`src/rtl/time_setter.sv`:
```
// Front-panel date/time setter: debounces five buttons, edits a shadow
// date/time with calendar-correct wrap, and commits it with a one-cycle load.
module time_setter #(
  parameter int DEB_CYCLES     = 20000,
  parameter int BLINK_CYCLES   = 5000000,
  parameter int TIMEOUT_CYCLES = 500000000,
  parameter int YEAR_MIN       = 2000,
  parameter int YEAR_MAX       = 2099
) (
  input  logic        clk,
  input  logic        rst_n,
  input  logic        up,
  input  logic        down,
  input  logic        left,
  input  logic        right,
  input  logic        middle,
  input  logic [15:0] cur_year,
  input  logic [5:0]  cur_month,
  input  logic [10:0] cur_day,
  input  logic [10:0] cur_hour,
  input  logic [10:0] cur_minute,
  input  logic [10:0] cur_second,
  output logic [15:0] set_year,
  output logic [5:0]  set_month,
  output logic [10:0] set_day,
  output logic [10:0] set_hour,
  output logic [10:0] set_minute,
  output logic [10:0] set_second,
  output logic        load,
  output logic        editing,
  output logic [2:0]  field,
  output logic        blink
);

  localparam int DW = $clog2(DEB_CYCLES + 1);
  localparam int BW = $clog2(BLINK_CYCLES + 1);
  localparam int TW = $clog2(TIMEOUT_CYCLES + 1);

  typedef enum logic [1:0] {IDLE, EDIT, COMMIT} state_t;
  typedef enum logic [2:0] {EV_NONE, EV_UP, EV_DOWN, EV_LEFT, EV_RIGHT, EV_MID} event_t;

  // Button index: 0=up 1=down 2=left 3=right 4=middle
  logic [4:0]    raw, s1, s2, deb, deb_d, press;
  logic [DW-1:0] dcnt [5];

  assign raw = {middle, right, left, down, up};

  always_ff @(posedge clk) begin
    if (!rst_n) begin
      s1    <= '0;
      s2    <= '0;
      deb   <= '0;
      deb_d <= '0;
      for (int unsigned i = 0; i < 5; i++) dcnt[i] <= '0;
    end else begin
      s1    <= raw;
      s2    <= s1;
      deb_d <= deb;
      for (int unsigned i = 0; i < 5; i++) begin
        if (s2[i] != deb[i]) begin
          if (dcnt[i] == DW'(DEB_CYCLES - 1)) begin
            deb[i]  <= s2[i];
            dcnt[i] <= '0;
          end else begin
            dcnt[i] <= dcnt[i] + 1'b1;
          end
        end else begin
          dcnt[i] <= '0;
        end
      end
    end
  end

  assign press = deb & ~deb_d;

  event_t ev;
  always_comb begin
    ev = EV_NONE;
    if      (press[4]) ev = EV_MID;
    else if (press[2]) ev = EV_LEFT;
    else if (press[3]) ev = EV_RIGHT;
    else if (press[0]) ev = EV_UP;
    else if (press[1]) ev = EV_DOWN;
  end

  function automatic logic [10:0] days_in(input logic [15:0] y, input logic [5:0] m);
    logic leap;
    leap = (y % 16'd4 == 16'd0) && ((y % 16'd100 != 16'd0) || (y % 16'd400 == 16'd0));
    case (m)
      6'd2:                     days_in = leap ? 11'd29 : 11'd28;
      6'd4, 6'd6, 6'd9, 6'd11:  days_in = 11'd30;
      default:                  days_in = 11'd31;
    endcase
  endfunction

  // Out-of-range values (e.g. captured unvalidated) snap to the minimum.
  function automatic logic [15:0] step(input logic [15:0] v, input logic [15:0] lo,
                                       input logic [15:0] hi, input logic dn);
    if (v < lo || v > hi)  step = lo;
    else if (dn)           step = (v == lo) ? hi : v - 16'd1;
    else                   step = (v == hi) ? lo : v + 16'd1;
  endfunction

  state_t        state, state_next;
  logic [15:0]   y_n;
  logic [5:0]    mo_n;
  logic [10:0]   d_n, h_n, mi_n, s_n, dim;
  logic [2:0]    f_n;
  logic [BW-1:0] bcnt, bcnt_n;
  logic [TW-1:0] tcnt, tcnt_n;
  logic          blink_n, dn;

  always_ff @(posedge clk) begin
    if (!rst_n) begin
      state      <= IDLE;
      set_year   <= '0;
      set_month  <= '0;
      set_day    <= '0;
      set_hour   <= '0;
      set_minute <= '0;
      set_second <= '0;
      field      <= '0;
      blink      <= 1'b0;
      bcnt       <= '0;
      tcnt       <= '0;
    end else begin
      state      <= state_next;
      set_year   <= y_n;
      set_month  <= mo_n;
      set_day    <= d_n;
      set_hour   <= h_n;
      set_minute <= mi_n;
      set_second <= s_n;
      field      <= f_n;
      blink      <= blink_n;
      bcnt       <= bcnt_n;
      tcnt       <= tcnt_n;
    end
  end

  always_comb begin
    state_next = state;
    y_n        = set_year;
    mo_n       = set_month;
    d_n        = set_day;
    h_n        = set_hour;
    mi_n       = set_minute;
    s_n        = set_second;
    f_n        = field;
    blink_n    = blink;
    bcnt_n     = bcnt;
    tcnt_n     = tcnt;
    dim        = '0;
    dn         = (ev == EV_DOWN);
    case (state)
      IDLE: begin
        if (ev == EV_MID) begin
          y_n        = cur_year;
          mo_n       = cur_month;
          d_n        = cur_day;
          h_n        = cur_hour;
          mi_n       = cur_minute;
          s_n        = cur_second;
          f_n        = '0;
          blink_n    = 1'b0;
          bcnt_n     = '0;
          tcnt_n     = '0;
          state_next = EDIT;
        end
      end
      EDIT: begin
        if (bcnt == BW'(BLINK_CYCLES - 1)) begin
          bcnt_n  = '0;
          blink_n = ~blink;
        end else begin
          bcnt_n = bcnt + 1'b1;
        end
        if (ev != EV_NONE)                          tcnt_n = '0;
        else if (tcnt == TW'(TIMEOUT_CYCLES - 1))   state_next = IDLE;
        else                                        tcnt_n = tcnt + 1'b1;
        case (ev)
          EV_MID:   state_next = COMMIT;
          EV_LEFT:  f_n = (field == 3'd0) ? 3'd5 : field - 3'd1;
          EV_RIGHT: f_n = (field >= 3'd5) ? 3'd0 : field + 3'd1;
          EV_UP, EV_DOWN: begin
            case (field)
              3'd0: begin
                y_n = step(set_year, 16'(YEAR_MIN), 16'(YEAR_MAX), dn);
                dim = days_in(y_n, set_month);
                if (set_day > dim) d_n = dim;
              end
              3'd1: begin
                mo_n = 6'(step(16'(set_month), 16'd1, 16'd12, dn));
                dim  = days_in(set_year, mo_n);
                if (set_day > dim) d_n = dim;
              end
              3'd2: begin
                dim = days_in(set_year, set_month);
                d_n = 11'(step(16'(set_day), 16'd1, 16'(dim), dn));
              end
              3'd3:    h_n  = 11'(step(16'(set_hour),   16'd0, 16'd23, dn));
              3'd4:    mi_n = 11'(step(16'(set_minute), 16'd0, 16'd59, dn));
              3'd5:    s_n  = 11'(step(16'(set_second), 16'd0, 16'd59, dn));
              default: ;
            endcase
          end
          default: ;
        endcase
      end
      COMMIT:  state_next = IDLE;
      default: state_next = IDLE;
    endcase
    if (state_next != EDIT) blink_n = 1'b0;
  end

  assign load    = (state == COMMIT);
  assign editing = (state == EDIT);

endmodule

```
`config.mk`:
```
export PLATFORM = sky130hd
export DESIGN_NAME = time_setter
export DESIGN_NICKNAME = d
export VERILOG_FILES = /design/src/rtl/time_setter.sv
export SDC_FILE = /design/constraint.sdc
export NUM_CORES = 1
export LEC_CHECK = 0
export ABC_AREA = 1
export ABC_CLOCK_PERIOD_IN_PS = 15100
export CORE_UTILIZATION = 30
export CTS_CLUSTER_DIAMETER = 150
export DETAILED_ROUTE_END_ITERATION = 6
export GPL_TIMING_DRIVEN = 0
export PLACE_DENSITY_LB_ADDON = 0.12
export RECOVER_POWER = 100
export SETUP_SLACK_MARGIN = 0.3
export SLEW_MARGIN = 30
export SYNTH_ARGS = -nofsm -noshare
export SYNTH_HDL_FRONTEND = slang
export SYNTH_SLANG_ARGS = --single-unit
```
`constraint.sdc`:
```
create_clock -name clk -period 15.1 [get_ports clk]
set_clock_uncertainty 0.2 [all_clocks]
set_input_delay 3.02 -clock clk [delete_from_list [all_inputs] [get_ports clk]]
set_output_delay 3.02 -clock clk [all_outputs]
set_load 0.005 [all_outputs]
```
==> run metrics, run 1 <==
status finished clean; Layout fillers approximately 5300; Worst Hold Class flop to flop; Final period util a little under three fifths; Pwr Density 73.9 nW/um^2; most frequent cells after synthesis nand2_1 (364), inv_1 (329), nor2_1 (254); routed wire length around 50 mm; H-tree depth 1; synthesis-to-finish area growth 22.9%; VDD IR-drop max about 0.094 mV; Setup crit start set_year[11]; Leakage roughly 8.0 nW; Gate power share approximately 4.0%; Post-CTS Setup Inserts 0; Worst-path clk slew about 0.060 ns; Critical path buffers and inverters 7; worst setup path end set_day[10]; stages on the worst setup path between 50 and 60; largest net degree at the start of global routing 16; Crit Path Class flop to flop; fin util between 30% and 40%; WL per Instance 16.1 um; Final Critical Period 8.50 ns; Rows 81; XOR/XNOR Fraction of Synth Area about 2.7%; IO Count roughly 150; R2R depth 55; Power Total between 1 and 1.5 mW; reg2reg setup slack 6.60 ns; internal power about 1.1 mW; synth top area cells dfxtp_1 (19%), edfxtp_1 (15%), nand2_1 (9.1%); TritonCTS buffer count 29; Seq pwr share ~46%; clk sinks 219; Post-Layout Cell Count around 3100; switching power 319 uW; largest family of logic cells by synthesized area simple AND/OR/NAND/NOR gates; Synth area leader dfxtp_1; Top cell by count, worst path nand2_1; Port Buffers 144; Clk Latency, worst-skew pair just under 0.6 ns; # hold bufs at CTS 0; vias in the first global route 14475; Worst Max-Slew Pin Slew roughly 1.2 ns; Max-slew headroom 22.8%; Final ANT Viol Nets 0; ys async rst share 0%; Min Hold Slack ~0.21 ns; TritonCTS clock tree built; layout cells sized above 1 about 5.6%; Crit path largest cell delay 0.45 ns; WP data arrival 8.79 ns; Mapped Cells between 2000 and 2500; Post-synth EDFFs between 70 and 80; final net count 2545; Synth cell types just over 60; die area approximately 51000 sq um; number of synthesized register bits 219; area share of and/or/nand/nor cells after synthesis between 30% and 40%; GP Congestion 0.888; RSZ-0062 raised after global routing false; Hold Vio Cnt, Final 0; Critical-path top delay cell nor2_1; Residual DRC 0; DRT iter0 DRCs roughly 900; top-count cell post-synth nand2_1; Ys Warns 0; CTS Buffer Depth 3; setup ws final ~6.6 ns; placed cell count between 3000 and 4000; Final Max Slew Viols 0; routed vias/inst a little under 5; final sum of negative setup slack 0 ns; Max Cap Viol 0; first-pass GRT wire length a little under 80 mm; CP top delay family simple AND/OR/NAND/NOR gates; Mapped Area about 15000 sq um; CP Launch Type flop; DP Worst Slack between 7 and 8 ns; mux contribution to synthesized area 0%; Adder-Cell Fraction of Synth Area under 10%; initial antenna violation count 2; All-Layer GR Usage 19.6%; Core Footprint between 40000 and 50000 sq um; Switching Share about a quarter; syn avg cell area 6.90 sq um; FMAX between 100 and 150 MHz; Synth top area share 19.1%; die height 226 um; via count roughly 15000; Post-synth top flop dfxtp_1; DRT Pass-1 Iters 5; root buffer cell clkbuf_16; RR Endpoint set_day[10]; Initial Util ~30%; Hold Startpoint s1[3]; Final HPWL DP 39.1 mm; GRT overflow 0; DP Area 17600 sq um; Clk pwr share between 50% and 60%; crit path max fanout 10; worst r2r src set_year[11]; Synth Area in Compound Gates a little under a fifth; Final Setup Violations 0; sequential area share after synthesis between 30 and 40%; worst path required time about 15 ns; post-cts resize count 0; Worst Setup End Kind flop; chip width around 230 um; Design Area, Final 18500 sq um
cells by family after synthesis:
family,Yosys count
and+or+nand+nor,1004
AOI/OAI and AO/OA,470
buffers and inverters,407
DFF,219
xor gates and xnor gates,46
adders and majority gates,38
other,1
per-layer routing:
metal | part of all wire [%] | vias up | track usage, %
met2 | 46 | 310 | 32.9
met1 | 46 | 7041 | 25.4
li1 | - | 7849 | -
met4 | 2.5 | 2 | 5.86
met5 | 0.020 | - | 0
met3 | 5.7 | 71 | 3.34
final cells by class:
type	instances	area [sq um]	share of cell area, %
Clock buffer	45	856	4.62
Inverter	344	1290	6.97
Tap cell	664	831	4.48
Buffer	63	244	1.32
Multi-Input combinational cell	1633	8640	46.6
Timing Repair Buffer	144	1440	7.78
Sequential cell	219	5130	27.7
Antenna cell	2	5.00	0.0270
Clock inverter	9	90.1	0.486
worst min-delay path: stages, from the launching register on:
cell and delay, ns:
dfxtp_1 0.30, nand2_1 0.05, inv_1 0.04
worst min-delay path by stage:
stage          endpoint  slack (ns)  cells after the start
2_1_floorplan     s2[0]        0.19                      2
3_3_place_gp      s2[3]        0.19                      2
3_5_place_dp      s2[3]        0.20                      2
4_1_cts           s2[3]        0.21                      2
5_1_grt           s2[3]        0.23                      2
6_report          s2[3]        0.21                      2
flip-flops by register name, summed over array words and instances, names as in the netlist, 3 cells and up:
| signal | count |
|---|---|
| dcnt | 75 |
| tcnt | 29 |
| bcnt | 23 |
| set_year | 16 |
| set_day | 11 |
| set_hour | 11 |
| set_minute | 11 |
| set_second | 11 |
| set_month | 6 |
| deb | 5 |
| deb_d | 5 |
| s1 | 5 |
| s2 | 5 |
| field | 3 |
power groups by stage:
stage	clock, mW	sequential (mW)	combinational (mW)
global route	0.735	0.628	0.0613
floorplan	0	0.637	0.0230
finish	0.688	0.627	0.0552
CTS	0.711	0.627	0.0557
global placement	0	0.639	0.0553
detailed placement	0	0.639	0.0554
cell usage in the layout (no fill, tap or decap), types with 75 or more instances in the layout:
cell type  synthesis  final
a21oi_1          161    162
conb_1             1     75
dfxtp_1          144    144
edfxtp_1          75     75
inv_1            329    331
nand2_1          364    369
nand3_1          114    116
nor2_1           254    254
nor3_1            91     91
o21ai_0          131    131
(Power assumes the default switching activity.)
==> run 2: changes to the inputs <==
- ABC_CLOCK_PERIOD_IN_PS: 15100 -> 8200
- clock period: 15.1 -> 8.2 ns (I/O delays scaled with it)
==> run 2 against run 1 <==
Against the previous run: global-route usage unchanged; die area unchanged; via count increased by 0.39%; combinational power increased by 85%.
==> run metrics, run 2 (synthesized netlist as in run 1, its figures left out) <==
TritonCTS clock tree built; Final Critical Period 7.24 ns (-1.26 ns); Worst Max-Slew Pin Slew 1.09 ns (-0.0724 ns); GP Congestion 0.888 (unchanged); chip width 226 um (unchanged); Port Buffers 144 (unchanged); DRT Pass-1 Iters 6 (+1); RSZ-0062 raised after global routing false; TritonCTS buffer count 29 (unchanged); max reg flops 75 (unchanged); All-Layer GR Usage 19.6% (unchanged); Crit path largest cell delay 0.86 ns (+0.41 ns); layout cells sized above 1 6.54% (+0.96 points); clk sinks 219 (unchanged); Top cell by count, worst path inv_1; Worst-path clk slew 0.06 ns (about the same); Final Setup Violations 0 (unchanged); Hold Vio Cnt, Final 0 (unchanged); Leakage 8.06 nW (+0.80%); reg2reg setup slack 0.96 ns (-5.64 ns); first-pass GRT wire length 78.7 mm (unchanged); Power Total 2.52 mW (+84%); root buffer cell clkbuf_16; die height 226 um (unchanged); placed cell count 3067 (unchanged); worst path required time 8.49 ns (-6.90 ns); status finished clean; largest net degree at the start of global routing 16 (unchanged); vias in the first global route 14475 (unchanged); Final period util 88.3% (+32 points); via count 15333 (+0.39%); synthesis-to-finish area growth 23.7%; commonest cells after routing, fill and taps aside nand2_1 (365), inv_1 (328), nor2_1 (251); initial antenna violation count 2 (unchanged); DP Worst Slack 0.528 ns (-6.90 ns); CP top delay family simple AND/OR/NAND/NOR gates; setup ws final 0.959 ns (-5.64 ns); Initial Util 30.6% (unchanged); Design Area, Final 18700 sq um (+0.63%); Core Footprint 49300 sq um (unchanged); Final ANT Viol Nets 0 (unchanged); final net count 2550 (+0.20%); stages on the worst setup path 33 (-40%); Post-Layout Cell Count 3127 (+0.13%); CTS Buffer Depth 3 (unchanged); Max Cap Viol 0 (unchanged); commonest non-fill, non-tap cell in the layout nand2_1; DRT iter0 DRCs 893 (+0.45%); H-tree depth 1 (unchanged); routed wire length 50.4 mm (+0.25%); largest registers dcnt: 75 flops, tcnt: 29 flops, bcnt: 23 flops; Setup crit start deb[3]; VDD IR-drop max 0.173 mV (+84%); Final HPWL DP 39.1 mm (unchanged); hold depth 2 (unchanged); Worst Setup End Kind flop; FMAX 138 MHz (+17%); IO Count 145 (unchanged); R2R depth 33 (-40%); Worst Hold Class flop to flop; Hold Startpoint s1[3]; Pwr Density 135 nW/um^2 (+83%); routed vias/inst 4.90 (+0.26%); Max-slew headroom 27.6% (+4.8 points); GRT overflow 0 (unchanged); Crit Path Class flop to flop; Final Max Slew Viols 0 (unchanged); Rows 81 (unchanged); Worst Hold Path EP s2[3]; die area 51100 sq um (unchanged); crit path max fanout 10 (unchanged); WP data arrival 7.53 ns (-1.26 ns); CP Launch Type flop; largest register by flop count dcnt; # hold bufs at CTS 0 (unchanged); Critical-path top delay cell clkbuf_1; WL per Instance 16.1 um (+0.12%); Critical path buffers and inverters 9 (+2); RR Endpoint set_day[5]; final sum of negative setup slack 0 ns (unchanged); DP Area 17600 sq um (unchanged); Clk Latency, worst-skew pair 0.59 ns (about the same); Residual DRC 0 (unchanged); worst r2r src deb[3]
run 2: per-layer routing:
layer	global-route usage, %	vias up	share of wire [%]
met5	0	-	0.026
met4	5.86	2	2.6
met3	3.34	74	5.4
met2	32.9	326	46
met1	25.4	7074	46
li1	-	7857	-
run 2: how the worst max path moves through the flow:
| stage | endpoint | slack, ns |
|---|---|---|
| finish | set_day[5] | 0.96 |
| global route | set_day[1] | 0.18 |
| CTS | set_day[5] | 0.49 |
| detailed placement | set_day[5] | 0.53 |
| global placement | set_day[5] | 0.48 |
| floorplan | set_day[5] | 1.93 |
run 2: timing repair:
item | 4_1_cts | 5_1_grt
gates resized for setup | 0 | 14
buffers inserted | 0 | 5
endpoints found under the setup margin | 0 | 11
run 2: report_power, final:
part	total, mW	switching [mW]	internal (mW)	leakage [nW]
clock network	1.27	0.518	0.748	0.465
logic	0.102	0.0565	0.0453	5.65
registers	1.15	0.0135	1.14	1.94
run 2: through the flow:
stage               hold slack [ns]  utilization, %
floorplan                     0.190               -
global placement              0.193            35.8
detailed placement            0.200            35.8
CTS                           0.215            37.7
global route                  0.226            37.9
finish                        0.210            37.9
run 2: area by class of cell:
cell class              instances  area, sq um
diodes                          1         2.50
plain buffers                  63          253
clock buffers                  45          856
clock inverters                 9         90.1
fillers                      5292        30600
inverters                     344         1290
multi-input cells            1633         8710
flip-flops and latches        219         5140
well taps                     664          831
repair buffers                149         1480
run 2: worst register-to-register path: cells and delay by family, from the launching register on:
kind | cells | cell delay [ns]
AO/OA/AOI/OAI | 8 | 1.73
XOR/XNOR | 1 | 0.17
adder cells (fa/ha/maj) | 2 | 0.50
buffers and inverters | 9 | 2.09
flip-flops | 1 | 0.36
AND/OR/NAND/NOR | 13 | 2.10
